### src/rtl/ps2_key_sequencer.sv
// PS/2 set-2 key sequencer: pops the ps2_keyboard scan-code FIFO with a
// three-state IDLE/POP/GAP handshake and decodes E0/F0 prefixes into key events.
module ps2_key_sequencer #(
    parameter int CNT_W       = 8,
    parameter int TIMEOUT_CYC = 1000000,
    parameter bit REPEAT_EN   = 1'b0
) (
    input  logic             clk,
    input  logic             rst,
    input  logic [7:0]       kbd_data,
    input  logic             kbd_ready,
    input  logic             kbd_overflow,
    output logic             kbd_nextdata_n,
    input  logic             clr_cnt,
    input  logic             clr_ovf,
    output logic             evt_valid,
    output logic [7:0]       evt_code,
    output logic             evt_ext,
    output logic             evt_break,
    output logic             key_down,
    output logic [7:0]       cur_code,
    output logic             cur_ext,
    output logic [CNT_W-1:0] press_cnt,
    output logic             ovf_sticky
);

    localparam int                TO_W    = $clog2(TIMEOUT_CYC + 1);
    localparam logic [TO_W-1:0]   TO_LAST = TO_W'(TIMEOUT_CYC - 1);

    typedef enum logic [1:0] {
        IDLE,
        POP,
        GAP
    } state_t;

    state_t          r_state;
    logic [7:0]      r_byte;
    logic            r_ext_pend;
    logic            r_brk_pend;
    logic [TO_W-1:0] r_to_cnt;

    logic w_is_e0;
    logic w_is_f0;
    logic w_match;

    assign w_is_e0 = (r_byte == 8'hE0);
    assign w_is_f0 = (r_byte == 8'hF0);
    // Decoded byte refers to the key currently held down.
    assign w_match = key_down && (r_byte == cur_code) && (r_ext_pend == cur_ext);

    assign kbd_nextdata_n = (r_state != POP);

    always_ff @(posedge clk or posedge rst) begin
        if (rst) begin
            r_state    <= IDLE;
            r_byte     <= '0;
            r_ext_pend <= 1'b0;
            r_brk_pend <= 1'b0;
            r_to_cnt   <= '0;
            evt_valid  <= 1'b0;
            evt_code   <= '0;
            evt_ext    <= 1'b0;
            evt_break  <= 1'b0;
            key_down   <= 1'b0;
            cur_code   <= '0;
            cur_ext    <= 1'b0;
            press_cnt  <= '0;
            ovf_sticky <= 1'b0;
        end else begin
            evt_valid <= 1'b0;

            if (kbd_overflow) begin
                ovf_sticky <= 1'b1;
            end else if (clr_ovf) begin
                ovf_sticky <= 1'b0;
            end

            case (r_state)
                IDLE: begin
                    if (kbd_ready) begin
                        r_byte   <= kbd_data;
                        r_to_cnt <= '0;
                        r_state  <= POP;
                    end else if (r_ext_pend || r_brk_pend) begin
                        // A prefix left dangling too long is discarded.
                        if (r_to_cnt == TO_LAST) begin
                            r_ext_pend <= 1'b0;
                            r_brk_pend <= 1'b0;
                            r_to_cnt   <= '0;
                        end else begin
                            r_to_cnt <= r_to_cnt + TO_W'(1);
                        end
                    end
                end
                POP: begin
                    r_state <= GAP;
                    if (w_is_e0) begin
                        r_ext_pend <= 1'b1;
                    end else if (w_is_f0) begin
                        r_brk_pend <= 1'b1;
                    end else begin
                        r_ext_pend <= 1'b0;
                        r_brk_pend <= 1'b0;
                        if (r_brk_pend) begin
                            evt_valid <= 1'b1;
                            evt_code  <= r_byte;
                            evt_ext   <= r_ext_pend;
                            evt_break <= 1'b1;
                            if (w_match) begin
                                key_down <= 1'b0;
                            end
                        end else if (w_match) begin
                            if (REPEAT_EN) begin
                                evt_valid <= 1'b1;
                                evt_code  <= r_byte;
                                evt_ext   <= r_ext_pend;
                                evt_break <= 1'b0;
                            end
                        end else begin
                            evt_valid <= 1'b1;
                            evt_code  <= r_byte;
                            evt_ext   <= r_ext_pend;
                            evt_break <= 1'b0;
                            key_down  <= 1'b1;
                            cur_code  <= r_byte;
                            cur_ext   <= r_ext_pend;
                            press_cnt <= press_cnt + CNT_W'(1);
                        end
                    end
                end
                GAP: begin
                    r_state <= IDLE;
                end
                default: begin
                    r_state <= IDLE;
                end
            endcase

            if (clr_cnt) begin
                press_cnt <= '0;
            end
        end
    end

endmodule

### config.mk
export PLATFORM = sky130hd
export DESIGN_NAME = ps2_key_sequencer
export DESIGN_NICKNAME = d
export VERILOG_FILES = /design/src/rtl/ps2_key_sequencer.sv
export SDC_FILE = /design/constraint.sdc
export NUM_CORES = 1
export LEC_CHECK = 0
export ABC_CLOCK_PERIOD_IN_PS = 5100
export BUFFER_PORTS_ARGS = -buffer_cell sky130_fd_sc_hd__clkbuf_2
export CORE_MARGIN = 2
export CORE_UTILIZATION = 60
export DETAILED_ROUTE_END_ITERATION = 10
export GPL_TIMING_DRIVEN = 0
export PLACE_DENSITY = 0.83
export SYNTH_ARGS = -nofsm -noshare
export SYNTH_HDL_FRONTEND = slang
export SYNTH_SLANG_ARGS = --single-unit
### constraint.sdc
create_clock -name clk -period 5.1 [get_ports clk]
set_clock_uncertainty 0.15 [all_clocks]
set_input_delay 0.51 -clock clk [delete_from_list [all_inputs] [get_ports clk]]
set_output_delay 0.51 -clock clk [all_outputs]
set_load 0.1 [all_outputs]
Yosys cells after proc, flatten, opt, wreduce, memory -nomap -nowiden --
Index checks and enable logic that the tools add are counted.
Cells by class: shifts and indexed selects 0, multipliers 0, magnitude comparators 0, equal/unequal tests 19, div/mod/pow operators 0, muxes and demuxes 36, add/subtract/negate cells 2, bitwise gates (word level) 4, reductions and logical operators 16
Operators with widths (number):
- $mux W8 | 8
- $mux W20 | 3
- $reduce_and A5 Y1 | 5
- $mux W1 | 21
- $add A20 B1 Y20 const B | 1
- $eq A20 B20 Y1 const B | 1
- $ne A2 B2 Y1 const B | 10
- $eq A8 B8 Y1 const B | 2
- $add A8 B1 Y8 const B | 1
- $eq A8 B8 Y1 | 1
- $reduce_bool A2 Y1 | 4
- $ne A2 B1 Y1 const B | 2
- $not A1 Y1 | 4
- $pmux W1 S2 | 2
- $pmux W2 S2 | 1
- $reduce_and A2 Y1 | 2
- $reduce_and A4 Y1 | 1
- $ne A3 B3 Y1 const B | 1
- $eq A2 B1 Y1 const B | 1
- $logic_and A1 B1 Y1 | 2
- $logic_not A2 Y1 | 1
- $mux W2 | 1
- $eq A1 B1 Y1 | 1
- $logic_or A1 B1 Y1 | 1
Storage, ports and cells: flip-flop bits (word level) 62, memories 0, memory bits (read-only) 0, memory bits (writable) 0, bits in latches 0, logic and storage cells 91

Longest topological paths before layout --
Gate-level depths: netlist of run 1.
depth after elaboration 9, depth in mapped cells 8

Least setup slack after synthesis of run 1 --
Ideal clock, no wire load.
kind reg-to-reg, start point register cur_code[2], end point register evt_code[0], cell stages (with the launch flop) 7, buffers on the path 1, arrival time 2361 ps, path slack 2463 ps, period minus slack after synthesis 2637 ps, cell sequence dfrtp_1 -> xnor2_1 -> nand4_1 -> or3_1 -> buf_2 -> o21ai_4 -> mux2_2
On the way: longest elaborated chain between the ends 5
RTL lines:
- start, declared | RTL line 21 | output logic [7:0] cur_code,
- start signal, assigned | RTL line 125 | cur_code <= r_byte;
- $eq A8 B8 Y1 | RTL line 49 | assign w_match = key_down && (r_byte == cur_code) && (r_ext_pend == cur_ext);
- $logic_and A1 B1 Y1 (2 in a row) | RTL line 49
- $ne A2 B2 Y1 (no line)
- $reduce_and A4 Y1 (no line)
- end signal, assigned | RTL line 106 | evt_code <= r_byte;
- end signal, assigned | RTL line 115 | evt_code <= r_byte;
- end signal, assigned | RTL line 121 | evt_code <= r_byte;
- end, declared | RTL line 17 | output logic [7:0] evt_code,
Every way passes these cells. A chain may end at the register's enable or synchronous reset.

Worst setup path after layout of run 1 --
start point register r_to_cnt[7], end point register r_to_cnt[7]
On the way: longest elaborated chain between the ends 4, elaborated cells on any way between the ends 5, classes of those cells 1 x add/sub; 1 x eq/ne; 3 x mux
RTL lines:
- start, declared | RTL line 40 | logic [TO_W-1:0] r_to_cnt;
- start signal, assigned | RTL line 91 | r_to_cnt <= r_to_cnt + TO_W'(1);
- $add A20 B1 Y20 / $eq A20 B20 Y1 (equally long branches) | RTL line 91, 86
- $mux W20 * | RTL line 86 | if (r_to_cnt == TO_LAST) begin
- $mux W20 * | RTL line 84 | end else if (r_ext_pend || r_brk_pend) begin
- $mux W20 * | RTL line 80 | if (kbd_ready) begin
Every way passes the cells marked *; elsewhere a longest branch is shown, timed or not. The select of a mux whose other input is x is not followed.

==> metrics.md, run 1 <==
| Metric | Value |
|---|---|
| Status | `completed` |
| Hold Fails Final Rpt | `0` |
| Power per cell area | `597 nW/µm²` |
| Hold_buf cts | `0` |
| CTS H-tree depth | `3` |
| GRT Resource Usage Total | `25.5%` |
| Final ANT Viol Nets | `0` |
| Hold Path Class | `in -> async` |
| Tcrit/Tclk final | `46.2%` |
| Area delta synth->final | `16.3%` |
| Antenna Cells | `0` |
| Worst-path fanout max | `7` |
| Leakage | `0.00151 µW` |
| Slew Limit Fails | `0` |
| Seq/Total Area, Yosys | `51.8%` |
| DR iter-0 viols | `172` |
| Post-DP Area | `3310 µm²` |
| Post-Synthesis Cells | `278` |
| FMAX | `424 MHz` |
| Layout Nets | `348` |
| WHS | `0.00499 ns` |
| Port bufs | `42` |
| Top FF cell, synth | `dfrtp_1` |
| Worst R2R End | `r_to_cnt[7]$_DFFE_PP0P_` |
| Via-to-Cell Ratio | `5.69` |
| Ys Warns | `0` |
| First-pass GRT wire length | `10500 µm` |
| Max Cap Viol | `0` |
| Share of layout cells above drive strength 1 | `29.3%` |
| Finished Layout Cells | `402` |
| Worst-path cell chain | `or4b_1 > nor4_2 > a21oi_1 > nand2_1 > o311ai_1` |
| Grt ovf | `0` |
| Crit-path max cell delay | `0.56 ns` |
| RSZ-0062 raised after global routing | `false` |
| Initial antenna violation count | `0` |
| Vias in the first global route | `2254` |
| Async set or reset register ratio after synthesis | `100%` |
| Worst setup path class | `reg -> reg` |
| Critical path launch point type | `flip-flop` |
| R2r startpoint | `r_to_cnt[7]$_DFFE_PP0P_` |
| Number of CTS-inserted buffers | `9` |
| Io pins | `45` |
| Chip height | `74.7 µm` |
| Setup TNS Final | `0 ns` |
| Initial Util | `63.0%` |
| Via Count | `2288` |
| Mapped Nets | `294` |
| Bufs on Longest Clock Path | `2` |
| Setup Buffers After CTS | `0` |
| Placeable Area | `4750 µm²` |
| Reg2reg path depth | `5` |
| CTS tree | `built` |
| Peak supply drop | `738 µV` |
| # rows | `25` |
| Clock Tree Root | `clkbuf_8` |
| Post-synthesis cell type count | `47` |
| Placer Congestion | `0.878` |
| Top Family by Delay on Critical Path | `simple AND/OR/NAND/NOR gates` |
| Number of synthesized flops with an enable pin | `0` |
| Placed insts | `388` |
| CP bufs+invs | `0` |
| CTS sink cnt | `62` |
| Cell Area, Synth | `3000 µm²` |
| Die X | `74.7 µm` |
| Setup violators final | `0` |
| Pin count of the biggest net entering global routing | `44` |
| Routed WL | `6290 µm` |
| Worst reg-to-reg setup slack | `2.74 ns` |
| Clock Latency Late Sink | `0.33 ns` |
| CP Capture Type | `flip-flop` |
| Relative slew slack | `45.9%` |
| Worst Max-Slew Pin Slew | `0.810 ns` |
| Worst Path Required | `5.16 ns` |
| Wire per inst | `15.6 µm` |
| # fillers | `347` |
| Multi-input logic area | `1360 µm²` |
| HPWL after detailed placement | `4270 µm` |
| #FFs+latches synth | `62` |
| Crit path DAT | `2.41 ns` |
| Slowest cell on crit path | `or4b_1` |
| Synthesized area per cell | `10.8 µm²` |
| Post-route DRC | `0` |
| Resized cells post-CTS | `0` |
| Clock-pin slew on the worst setup and hold paths | `0.06 ns` |
| Pre-antenna DRT Iters | `4` |
| Register area | `1550 µm²` |
| Final period demand of the worst path | `2.36 ns` |
| Die Area | `5570 µm²` |
| Post-layout instance area | `3480 µm²` |
-- cell type report --
cell class	instances	area share (%)
clock buffers	13	4.85
inverters	10	1.08
multi-input cells	195	38.9
plain buffers	11	1.44
repair buffers	43	6.61
flip-flops and latches	62	44.5
well taps	67	2.41
clock inverters	1	0.144
-- layer usage --
layer / wire [µm] / vias up / share of wire (%) / GRT usage [%]
met5: 0 / - / 0 / 0
met4: 72 / 0 / 1.1 / 8.93
met3: 285 / 10 / 4.5 / 7.90
met2: 3290 / 51 / 52 / 42.2
met1: 2650 / 1133 / 42 / 32.0
li1: - / 1094 / - / -
-- stage by stage --
| step | utilization (%) | setup WS [ns] | power, µW |
|---|---|---|---|
| final | 73.3 | 2.74 | 2080 |
| after global routing | 73.3 | 2.60 | 2170 |
| after CTS | 73.3 | 2.73 | 2090 |
| after detailed placement | 69.6 | 2.75 | 1700 |
| after global placement | 69.2 | 2.20 | 1670 |
| after floorplan | - | 2.46 | 1530 |
-- cells in the final DEF, fill, tap and decap left out, drive strengths merged, types with 3 or more instances in the layout --
| master | synthesis | routed |
|---|---|---|
| a21oi | 9 | 9 |
| and4 | 3 | 3 |
| buf | 5 | 6 |
| clkbuf | 6 | 61 |
| dfrtp | 62 | 62 |
| inv | 10 | 10 |
| mux2 | 27 | 27 |
| nand2 | 22 | 22 |
| nand2b | 3 | 3 |
| nand3 | 16 | 16 |
| nand4 | 5 | 5 |
| nor2 | 22 | 22 |
| nor3 | 9 | 9 |
| nor4 | 6 | 6 |
| o21ai | 16 | 16 |
| o2bb2ai | 3 | 3 |
| o31ai | 3 | 3 |
| or3 | 8 | 8 |
| xnor2 | 18 | 18 |
-- worst max-delay path by stage --
stage	start	end	slack, ns	depth (start not counted)
global placement	rst	r_to_cnt[4]$_DFFE_PP0P_	2.20	2
detailed placement	r_ext_pend$_DFFE_PP0P_	evt_code[0]$_DFFE_PP0P_	2.75	7
CTS	r_ext_pend$_DFFE_PP0P_	evt_code[0]$_DFFE_PP0P_	2.73	7
global route	r_ext_pend$_DFFE_PP0P_	evt_code[0]$_DFFE_PP0P_	2.60	7
finish	r_to_cnt[7]$_DFFE_PP0P_	r_to_cnt[7]$_DFFE_PP0P_	2.74	5
floorplan	cur_code[2]$_DFFE_PP0P_	evt_code[0]$_DFFE_PP0P_	2.46	6
-- logic make-up (layout without fill, tap and decap cells) --
| kind of cell | Yosys count | after routing | share of synthesized area [%] |
|---|---|---|---|
| flops | 62 | 62 | 51.8 |
| buf+inv | 21 | 78 | 2.92 |
| simple gates | 105 | 105 | 19.0 |
| xor+xnor | 19 | 19 | 5.56 |
| fa+ha+maj | 2 | 2 | 0.835 |
| mux | 28 | 28 | 10.5 |
| compound gates | 41 | 41 | 9.36 |
-- flip-flops by register name (all words and copies together), names as in the netlist, 2 cells and up --
signal	flops
evt_code	8
press_cnt	8
r_to_cnt	20
r_state	2
cur_code	8
r_byte	8
-- power by group --
| group | internal, µW | switching (µW) |
|---|---|---|
| sequential | 609 | 112 |
| clock | 210 | 175 |
| combinational | 208 | 767 |
-- synthesized netlist by cell type, types with 2 or more instances --
master	n	area share, %
clkbuf_1	5	0.63
inv_1	10	1.3
nor2_1	21	2.6
ha_1	2	0.84
mux2_2	27	10
o31ai_1	3	0.75
nand3_1	15	2.5
and4_1	3	0.88
o21ai_0	15	2.5
nor2b_1	2	0.42
a21o_1	2	0.50
dfrtp_1	62	52
or3_1	8	1.7
nand4_1	5	1.0
nor3_1	9	1.5
nand2b_1	3	0.63
nor4_1	4	0.84
o2bb2ai_1	3	0.88
nand2_1	22	2.8
or4b_1	2	0.67
buf_2	3	0.50
and2_1	2	0.42
xnor2_1	18	5.3
a21oi_1	9	1.5
(Power assumes the default switching activity.)
==> inputs of run 2 (changes only) <==
ABC_AREA = 1   (was default)
ABC_CLOCK_PERIOD_IN_PS = 2250   (was 5100)
CORE_UTILIZATION = 57   (was 60)
PLACE_DENSITY = 0.79   (was 0.83)
clock period = 2.25 ns   (was 5.1 ns; I/O delays follow)
==> run 2 against run 1 <==
  * First-iteration DRC count increased by 8.1%
  * Routed wire length up 14%
  * Total power increased by 120%
  * Via count rose by 25%
  * Synthesized cell count grew 50%
  * Global-route usage shrank 0.63 points
  * Count of clock-buffer cells in the layout did not move
  * Die area up 12%
  * Clock power rose to 2.6 times the previous value
  * Critical path type unchanged
==> metrics.md, run 2 <==
| Metric | Value |
|---|---|
| Number of CTS-inserted buffers | `9 (unchanged)` |
| Setup Buffers After CTS | `0 (unchanged)` |
| Grt ovf | `0 (unchanged)` |
| Die X | `79.2 µm (+6.1%)` |
| Vias in the first global route | `2799 (+24%)` |
| Post-Synthesis Cells | `417 (+50%)` |
| Worst hold start | `kbd_ready` |
| First-pass GRT wire length | `12300 µm (+17%)` |
| RSZ-0062 raised after global routing | `false` |
| DR iter-0 viols | `186 (+8.1%)` |
| Slew Limit Fails | `0 (unchanged)` |
| CP Capture Type | `flip-flop` |
| Count leader, synth | `nand2_1` |
| Commonest cells after routing, fill and taps aside | `125 x nand2_1, 62 x dfrtp_1, 56 x inv_1` |
| GRT Resource Usage Total | `24.9% (-0.63 points)` |
| Wire per inst | `12.8 µm (-18%)` |
| CTS H-tree depth | `3 (unchanged)` |
| Status | `completed` |
| Synthesized area per cell | `7.73 µm² (-28%)` |
| Pin count of the biggest net entering global routing | `44 (unchanged)` |
| Seq/Total Area, Yosys | `48.2% (-3.6 points)` |
| Port bufs | `44 (+4.8%)` |
| Post-DP Area | `3550 µm² (+7.3%)` |
| Via-to-Cell Ratio | `5.09 (-11%)` |
| Hold Fails Final Rpt | `0 (unchanged)` |
| Worst reg-to-reg setup slack | `0.25 ns (-2.49 ns)` |
| # rows | `27 (+8.0%)` |
| Critical path launch point type | `flip-flop` |
| Commonest non-fill, non-tap cell in the layout | `nand2_1` |
| WHS Path Cells | `4` |
| Post-synth top cells | `125 x nand2_1, 62 x dfrtp_1, 57 x inv_1` |
| Worst setup path class | `reg -> reg` |
| CTS sink cnt | `62 (unchanged)` |
| Pre-CTS setup slack | `0.289 ns (-2.46 ns)` |
| Top post-synthesis cells by area | `dfrtp_1 48%, nand2_1 15%, inv_1 6.6%` |
| Slowest cell on crit path | `dfrtp_1` |
| Bufs on Longest Clock Path | `2 (unchanged)` |
| Final ANT Viol Nets | `0 (unchanged)` |
| Worst Max-Slew Pin Slew | `0.721 ns (-0.0889 ns)` |
| Synth area leader | `dfrtp_1` |
| Placeable Area | `5470 µm² (+15%)` |
| Ys Warns | `0 (unchanged)` |
| Cell Area, Synth | `3220 µm² (+7.6%)` |
| Peak supply drop | `870 µV (+18%)` |
| Worst R2R End | `evt_code[2]$_DFFE_PP0P_` |
| Number of flip-flops under the largest register name | `20 (unchanged)` |
| Leakage | `0.00202 µW (+34%)` |
| Top FF cell, synth | `dfrtp_1` |
| Crit-path max cell delay | `0.46 ns (-0.10 ns)` |
| Worst-path cell chain | `xnor2_1 > nand2_1 > nor2_2 > nand2_2 > o21ai_4 > buf_6 > o21ai_0` |
| Placer Congestion | `0.897 (+2.1%)` |
| Mapped Nets | `433 (+47%)` |
| Final WS setup | `0.247 ns (-2.49 ns)` |
| Area delta synth->final | `20.2%` |
| Crit path DAT | `2.07 ns (-0.34 ns)` |
| Initial Util | `58.9% (-4.1 points)` |
| Pre-antenna DRT Iters | `4 (unchanged)` |
| Post-layout instance area | `3870 µm² (+11%)` |
| Largest Register | `r_to_cnt` |
| Die Area | `6270 µm² (+12%)` |
| Hold Path Class | `in -> reg` |
| WHS | `0.113 ns (+0.108 ns)` |
| FMAX | `499 MHz (+18%)` |
| Multi-input logic area | `1400 µm² (+3.1%)` |
| Register area | `1550 µm² (unchanged)` |
| Tcrit/Tclk final | `89.0% (+43 points)` |
| Max Cap Viol | `0 (unchanged)` |
| Reg2reg path depth | `7 (+2)` |
| Via Count | `2860 (+25%)` |
| Post-synthesis cell type count | `33 (-30%)` |
| Worst Path Required | `2.31 ns (-2.85 ns)` |
| Min-Delay Endpoint | `r_byte[6]$_DFFE_PP0P_` |
| Final period demand of the worst path | `2.00 ns (-0.355 ns)` |
| Clock-pin slew on the worst setup and hold paths | `0.07 ns (about the same)` |
| Power per cell area | `1180 nW/µm² (+98%)` |
| Clock Latency Late Sink | `0.34 ns (about the same)` |
| Chip height | `79.2 µm (+6.1%)` |
| Setup violators final | `0 (unchanged)` |
| Post-route DRC | `0 (unchanged)` |
| Share of layout cells above drive strength 1 | `18.0% (-11 points)` |
| R2r startpoint | `r_byte[6]$_DFFE_PP0P_` |
| CTS tree | `built` |
| Antenna Cells | `0 (unchanged)` |
| # fillers | `443 (+28%)` |
| Worst-path fanout max | `10 (+3)` |
| Io pins | `45 (unchanged)` |
| Initial antenna violation count | `0 (unchanged)` |
| Clock Tree Root | `clkbuf_8` |
| Relative slew slack | `51.4% (+5.5 points)` |
| Synth top area share | `48.2% (-3.6 points)` |
| #FFs+latches synth | `62 (unchanged)` |
| Number of synthesized flops with an enable pin | `0 (unchanged)` |
| HPWL after detailed placement | `5080 µm (+19%)` |
| Layout Nets | `501 (+44%)` |
| Routed WL | `7170 µm (+14%)` |
| Async set or reset register ratio after synthesis | `100% (unchanged)` |
run 2: changes by cell type after synthesis, moves of 13 or more:
cell	change
mux2_2	-27
o21ai_0	+13
nand2_1	+103
inv_1	+47
xnor2_1	-14
nor2_1	+20
run 2: logic make-up after synthesis:
family | Yosys count | synth area share (%)
and+or+nand+nor | 231 | 32.3
buffers and inverters | 67 | 8.43
DFF | 62 | 48.2
AOI/OAI and AO/OA | 48 | 8.47
xor gates and xnor gates | 7 | 1.90
adders and majority gates | 2 | 0.777
run 2: worst max-delay path by stage:
stage,startpoint,endpoint,slack [ns],cells after the start
finish,r_byte[6]$_DFFE_PP0P_,evt_code[2]$_DFFE_PP0P_,0.25,7
global route,r_to_cnt[0]$_DFFE_PP0P_,r_to_cnt[9]$_DFFE_PP0P_,0.1,8
CTS,r_byte[6]$_DFFE_PP0P_,evt_code[2]$_DFFE_PP0P_,0.22,7
detailed placement,r_to_cnt[0]$_DFFE_PP0P_,r_to_cnt[9]$_DFFE_PP0P_,0.29,8
global placement,rst,press_cnt[2]$_DFFE_PP0P_,-0.38,2
floorplan,cur_code[0]$_DFFE_PP0P_,evt_code[0]$_DFFE_PP0P_,0.02,10
run 2: area by class of cell:
cell class | instances | share of cell area, %
clock inverters | 3 | 1.10
plain buffers | 5 | 1.00
repair buffers | 57 | 9.30
flip-flops and latches | 62 | 40.1
well taps | 72 | 2.33
multi-input cells | 288 | 36.1
inverters | 62 | 6.01
clock buffers | 13 | 4.10
run 2: what timing repair did:
action                                  4_1_cts  5_1_grt
hold buffers                                 12        0
resized for setup                             0        0
endpoints found under the setup margin        0        0
endpoints found under the hold margin        30        0
run 2: power breakdown:
group          internal, µW  switching (µW)
sequential             1330             200
combinational           380            1670
clock                   571             435
run 2: metrics by stage:
| stage | setup TNS [ns] | total power, µW | utilization [%] | cells |
|---|---|---|---|---|
| final | 0 | 4590 | 70.8 | 562 |
| after global routing | 0 | 4800 | 70.8 | 562 |
| after CTS | 0 | 4600 | 70.8 | 562 |
| after detailed placement | 0 | 3570 | 64.9 | 534 |
| after global placement | -23.33 | 3540 | 64.5 | 533 |
| after floorplan | 0 | 3220 | - | 417 |
run 2: layer usage:
metal / share of wire [%] / GRT usage, % / vias to the layer above / routed length, µm
li1: - / - / 1447 / -
met1: 44 / 31.2 / 1333 / 3160
met2: 50 / 43.0 / 70 / 3580
met5: 0 / 0 / - / 0
met4: 1.3 / 10.7 / 0 / 94
met3: 4.7 / 3.52 / 10 / 334
run 2: worst max-delay path, delay by kind of cell, from the launching register on:
family,cells,cell delay [ns]
flip-flops,1,0.46
AND/OR/NAND/NOR,3,0.37
AO/OA/AOI/OAI,2,0.42
XOR/XNOR,1,0.26
buffers and inverters,1,0.21
